==> src/rtl/load_store_unit.sv <==
// load_store_unit: accepts one pipeline op at a time and either writes the ALU
// result straight back (pass) or performs a single-word memory read/write with
// a request/grant handshake, then emits a one-cycle writeback pulse.
// A wait counter aborts requests that stall for TIMEOUT cycles and sets a
// sticky err flag.
//
// Ports:
//   clk, rst                 clock, synchronous active-high reset
//   in_valid/in_ready        op handshake (ready only in IDLE)
//   in_op/in_result/in_rd/in_dst  op code, ALU result / address, store data, dest reg
//   mem_req/mem_we/mem_addr/mem_wdata  registered memory request
//   mem_gnt/mem_rvalid/mem_rdata       memory grant and read response
//   wb_valid/wb_en/wb_data/wb_dst      registered writeback pulse
//   err                      sticky timeout flag
module load_store_unit #(
  parameter int unsigned TIMEOUT = 255
) (
  input  logic        clk,
  input  logic        rst,
  input  logic        in_valid,
  output logic        in_ready,
  input  logic [1:0]  in_op,
  input  logic [15:0] in_result,
  input  logic [15:0] in_rd,
  input  logic [2:0]  in_dst,
  output logic        mem_req,
  output logic        mem_we,
  output logic [15:0] mem_addr,
  output logic [15:0] mem_wdata,
  input  logic        mem_gnt,
  input  logic        mem_rvalid,
  input  logic [15:0] mem_rdata,
  output logic        wb_valid,
  output logic        wb_en,
  output logic [15:0] wb_data,
  output logic [2:0]  wb_dst,
  output logic        err
);

  localparam int unsigned DW = 16;
  localparam int unsigned RW = 3;
  localparam int unsigned CW = 8;
  localparam logic [CW-1:0] TIMEOUT_C = CW'(TIMEOUT);
  localparam logic [1:0]    OP_LOAD   = 2'b01;
  localparam logic [1:0]    OP_STORE  = 2'b10;

  typedef enum logic [1:0] {IDLE, REQ, WAIT} state_t;

  state_t        r_state, w_state_nxt;
  logic [1:0]    r_op, w_op_nxt;
  logic [RW-1:0] r_dst, w_dst_nxt;
  logic [CW-1:0] r_cnt, w_cnt_nxt;
  logic          r_mem_req, w_mem_req_nxt;
  logic          r_mem_we, w_mem_we_nxt;
  logic [DW-1:0] r_mem_addr, w_mem_addr_nxt;
  logic [DW-1:0] r_mem_wdata, w_mem_wdata_nxt;
  logic          r_wb_valid, w_wb_valid_nxt;
  logic          r_wb_en, w_wb_en_nxt;
  logic [DW-1:0] r_wb_data, w_wb_data_nxt;
  logic [RW-1:0] r_wb_dst, w_wb_dst_nxt;
  logic          r_err, w_err_nxt;

  logic [CW-1:0] w_cnt_inc;
  logic          w_timeout;
  logic          w_is_mem_op;

  // Saturating wait counter; timeout fires on the cycle the count would reach TIMEOUT.
  assign w_cnt_inc   = (r_cnt == '1) ? r_cnt : r_cnt + CW'(1);
  assign w_timeout   = (w_cnt_inc >= TIMEOUT_C);
  assign w_is_mem_op = (in_op == OP_LOAD) || (in_op == OP_STORE);

  // State and output registers.
  always_ff @(posedge clk) begin
    if (rst) begin
      r_state     <= IDLE;
      r_op        <= 2'b00;
      r_dst       <= '0;
      r_cnt       <= '0;
      r_mem_req   <= 1'b0;
      r_mem_we    <= 1'b0;
      r_mem_addr  <= '0;
      r_mem_wdata <= '0;
      r_wb_valid  <= 1'b0;
      r_wb_en     <= 1'b0;
      r_wb_data   <= '0;
      r_wb_dst    <= '0;
      r_err       <= 1'b0;
    end else begin
      r_state     <= w_state_nxt;
      r_op        <= w_op_nxt;
      r_dst       <= w_dst_nxt;
      r_cnt       <= w_cnt_nxt;
      r_mem_req   <= w_mem_req_nxt;
      r_mem_we    <= w_mem_we_nxt;
      r_mem_addr  <= w_mem_addr_nxt;
      r_mem_wdata <= w_mem_wdata_nxt;
      r_wb_valid  <= w_wb_valid_nxt;
      r_wb_en     <= w_wb_en_nxt;
      r_wb_data   <= w_wb_data_nxt;
      r_wb_dst    <= w_wb_dst_nxt;
      r_err       <= w_err_nxt;
    end
  end

  // Next-state and next-output logic.
  always_comb begin
    w_state_nxt     = r_state;
    w_op_nxt        = r_op;
    w_dst_nxt       = r_dst;
    w_cnt_nxt       = r_cnt;
    w_mem_req_nxt   = r_mem_req;
    w_mem_we_nxt    = r_mem_we;
    w_mem_addr_nxt  = r_mem_addr;
    w_mem_wdata_nxt = r_mem_wdata;
    w_wb_valid_nxt  = 1'b0;
    w_wb_en_nxt     = 1'b0;
    w_wb_data_nxt   = r_wb_data;
    w_wb_dst_nxt    = r_wb_dst;
    w_err_nxt       = r_err;

    case (r_state)
      IDLE: begin
        if (in_valid) begin
          w_op_nxt  = in_op;
          w_dst_nxt = in_dst;
          if (w_is_mem_op) begin
            w_mem_addr_nxt  = in_result;
            w_mem_wdata_nxt = in_rd;
            w_mem_we_nxt    = (in_op == OP_STORE);
            w_mem_req_nxt   = 1'b1;
            w_cnt_nxt       = '0;
            w_state_nxt     = REQ;
          end else begin
            // Pass and reserved ops write the ALU result back directly.
            w_wb_valid_nxt = 1'b1;
            w_wb_en_nxt    = 1'b1;
            w_wb_data_nxt  = in_result;
            w_wb_dst_nxt   = in_dst;
          end
        end
      end

      REQ: begin
        if (mem_gnt) begin
          w_mem_req_nxt = 1'b0;
          if (r_op == OP_STORE) begin
            w_wb_valid_nxt = 1'b1;
            w_wb_data_nxt  = r_mem_addr;
            w_wb_dst_nxt   = r_dst;
            w_state_nxt    = IDLE;
          end else if (mem_rvalid) begin
            // Zero-wait read: grant and data together, skip WAIT.
            w_wb_valid_nxt = 1'b1;
            w_wb_en_nxt    = 1'b1;
            w_wb_data_nxt  = mem_rdata;
            w_wb_dst_nxt   = r_dst;
            w_state_nxt    = IDLE;
          end else begin
            w_cnt_nxt   = '0;
            w_state_nxt = WAIT;
          end
        end else if (w_timeout) begin
          w_err_nxt     = 1'b1;
          w_mem_req_nxt = 1'b0;
          w_state_nxt   = IDLE;
        end else begin
          w_cnt_nxt = w_cnt_inc;
        end
      end

      WAIT: begin
        if (mem_rvalid) begin
          w_wb_valid_nxt = 1'b1;
          w_wb_en_nxt    = 1'b1;
          w_wb_data_nxt  = mem_rdata;
          w_wb_dst_nxt   = r_dst;
          w_state_nxt    = IDLE;
        end else if (w_timeout) begin
          w_err_nxt   = 1'b1;
          w_state_nxt = IDLE;
        end else begin
          w_cnt_nxt = w_cnt_inc;
        end
      end

      default: w_state_nxt = IDLE;
    endcase
  end

  assign in_ready  = (r_state == IDLE);
  assign mem_req   = r_mem_req;
  assign mem_we    = r_mem_we;
  assign mem_addr  = r_mem_addr;
  assign mem_wdata = r_mem_wdata;
  assign wb_valid  = r_wb_valid;
  assign wb_en     = r_wb_en;
  assign wb_data   = r_wb_data;
  assign wb_dst    = r_wb_dst;
  assign err       = r_err;

endmodule

==> config.mk <==
export PLATFORM = sky130hd
export DESIGN_NAME = load_store_unit
export DESIGN_NICKNAME = d
export VERILOG_FILES = /design/src/rtl/load_store_unit.sv
export SDC_FILE = /design/constraint.sdc
export NUM_CORES = 1
export LEC_CHECK = 0
export CORE_MARGIN = 5
export CORE_UTILIZATION = 47
export DETAILED_ROUTE_END_ITERATION = 10
export MAX_ROUTING_LAYER = met4
export PLACE_DENSITY = 0.8
export SYNTH_ARGS = -nofsm -noshare
export SYNTH_HDL_FRONTEND = slang
export SYNTH_SLANG_ARGS = --single-unit
==> constraint.sdc <==
create_clock -name clk -period 2.25 [get_ports clk]
set_input_delay 0.225 -clock clk [delete_from_list [all_inputs] [get_ports clk]]
set_output_delay 0.225 -clock clk [all_outputs]
set_load 0.02 [all_outputs]
==> metrics.txt <==
status completed; synth-to-layout area growth 40.77%; layout net count 612; Clock Skew 9.302 ps; syn_area_per_cell 8.175 um^2; die footprint 9503 um^2; Yosys warning total 0; detailed placement HPWL 7.549 mm; TNS Setup 0 ps; gpl congestion 0.8508; Post-route DRC 0; Detailed Route WL 10.63 mm; Primary FF master, synth dfxtp_1; DIE WIDTH 97.49 um; post-route insts no fill 655; first-pass GRT wire length 17.61 mm; endpoints failing setup 0; R2R cell count 7; H-tree depth 3; final worst path period share 0.9249; Port-buffer cells 114; most frequent cells in the layout clkdlybuf4s50_1 (113), nand2_1 (98), dfxtp_1 (71), a21oi_1 (65), nor2_1 (22); Clock Latency Late Sink 340 ps; row count 32; reg2reg start r_state[1]$_SDFFE_PP0P_; Net Count, Synth 504; sequential share of the synthesized area 0.3951; Crit Path Class flip-flop to flip-flop; Via density 5.614; leading cell type in the layout, fill and taps excluded clkdlybuf4s50_1; fmax 480.6 MHz; CTS tree built; Reg clk slew, reported paths 80 ps; pwr/cell area 766.4 nW/um^2; post-cts resize count 0; unrepaired setup endpoints after global routing no; Worst setup EP type flip-flop; Startpoint Class flip-flop; hold crit path type input port to flip-flop; vias in the first global route 3621; synth unique cells 55; hold path depth 2; Synth Instances 440; total iterations of the first detailed-routing run 5; Max Slew Vio Count 0; CTS Buf Count 9; Hold Buf Count CTS 0; Max clock buf depth 2; pin count of the biggest net entering global routing 44; vias post-DR 3677; initial antenna violation count 0; global route total overflow 0; Num Clock Sinks 71; HP Start rst; Static Leak 1.863 nW; height of the chip 97.49 um; asr flop ratio synth 0; Layout Utilization 0.6656; worst-path maximum fanout 16; Iter 0 DRT Violations 210; reg2reg end wb_data[13]$_SDFFE_PP0P_; mapped cell area 3597 um^2; ANT nets after route 0; Max rail drop VDD 0.0005007 V; postcts setup bufs 0; Initial Util 0.4729; Arr. time, crit path 2350 ps; maxcap violations 0; Total GRT Usage 0.2279; worst path required time 2520 ps; Diodes inserted 0; Slew @ Worst Pin 736.2 ps; Post-synth EDFFs 0; drt wl/cell 16.22 um; Placeable Area 7607 um^2; Total Power 3.881 mW; endpoints failing hold 0; share of layout cells above drive strength 1 0.09042; FF-to-FF setup slack 170 ps; minimum clock period 2081 ps; hold endpoint mem_addr[2]$_SDFFE_PP0P_; I/O pin total 115; CTS Root Cell clkbuf_8; synthesis-stage register bit count 71; relative slew slack 0.5092; # placed instances 639
kinds of logic after synthesis:
logic type | count (synthesis) | share of synthesized area
AND/OR/NAND/NOR | 157 | 0.1920
AO/OA/AOI/OAI | 142 | 0.2647
flip-flops | 71 | 0.3951
buffers and inverters | 39 | 0.05113
multiplexers | 22 | 0.06887
adder cells (fa/ha/maj) | 6 | 0.02087
XOR/XNOR | 3 | 0.007306
cell usage after synthesis (2+ instances only):
library cell  count  area (um^2)
and2_1            3        18.77
a32oi_1           2        17.52
a21oi_1          65        325.3
mux2_2            8        90.09
dfxtp_1          71         1421
buf_2             9        45.04
a22oi_1          19        142.6
ha_1              6        75.07
o221a_1           3        33.78
xor2_1            2        17.52
nor3_1            3        15.01
and3_1            3        18.77
nand3_1          11        55.05
a211o_1          20        175.2
nor2b_1           3        18.77
a31oi_1           2        12.51
o22ai_1           2        12.51
buf_1             2        7.510
o2111ai_1         2        17.52
clkbuf_1         16        60.06
o21a_1            8        60.06
nand2_1          98        367.9
nand4_1           2        12.51
buf_4             5        37.54
nor2_1           22        82.58
and4_1            2        17.52
inv_1             5        18.77
mux2_1           14        157.7
and4b_1           2        20.02
o21ai_0           5        25.02
area by class of cell:
class	instances	area [um^2]
fillers	635	2544
multi-input cells	330	1992
flip-flops and latches	71	1421
repair buffers	130	1269
clock buffers	11	151.4
well taps	102	127.6
clock inverters	5	80.08
inverters	6	22.52
worst max-delay path, stage by stage, from the launching register on:
cell	delay (ps)
dfxtp_1	350
inv_1	120
ha_1	400
buf_4	200
a21o_2	350
a22oi_1	140
a211o_1	310
a21oi_1	140
per-layer routing:
layer / GRT usage / vias up / routed length (um)
li1: - / 1784 / -
met1: 0.2795 / 1760 / 4646
met2: 0.3732 / 115 / 5247
met3: 0.04953 / 18 / 513
met4: 0.07455 / 0 / 217
met5: - / - / 0
report_power, final:
group | switching, mW | total [mW] | internal, mW | leakage (nW)
Combinational | 0.636 | 1.20 | 0.562 | 1.17
Sequential | 0.125 | 1.52 | 1.40 | 0.581
Clock | 0.479 | 1.16 | 0.683 | 0.112
Total | 1.24 | 3.88 | 2.64 | 1.86
sequential cells by signal, summed over array words and instances, names as in the netlist:
register and count:
err 1, wb_data 16, mem_req 1, r_dst 3, wb_valid 1, wb_dst 3, mem_we 1, mem_wdata 16
r_state 2, wb_en 1, mem_addr 16, r_op 2, r_cnt 8
stage by stage:
step / area (um^2) / setup slack [ps] / hold WS [ps]
floorplan: 3597 / 324.5 / 361.0
global placement: 4832 / 98.86 / 441.7
detailed placement: 4832 / 54.87 / 448.5
CTS: 5064 / 153.3 / 342.8
global route: 5064 / 2.727 / 367.6
finish: 5064 / 169.1 / 355.0
worst max-delay path by stage:
stage / from / to / slack (ps)
2_1_floorplan: r_state[0]$_SDFFE_PP0P_ / wb_data[15]$_SDFFE_PP0P_ / 320
3_3_place_gp: in_op[0] / r_cnt[5]$_SDFFE_PP0P_ / 100
3_5_place_dp: in_op[0] / r_cnt[1]$_SDFFE_PP0P_ / 50
4_1_cts: r_state[1]$_SDFFE_PP0P_ / r_cnt[0]$_SDFFE_PP0P_ / 150
5_1_grt: r_state[1]$_SDFFE_PP0P_ / wb_data[13]$_SDFFE_PP0P_ / 3
6_report: r_state[1]$_SDFFE_PP0P_ / wb_data[13]$_SDFFE_PP0P_ / 170
Power figures use the tool's default switching activity.
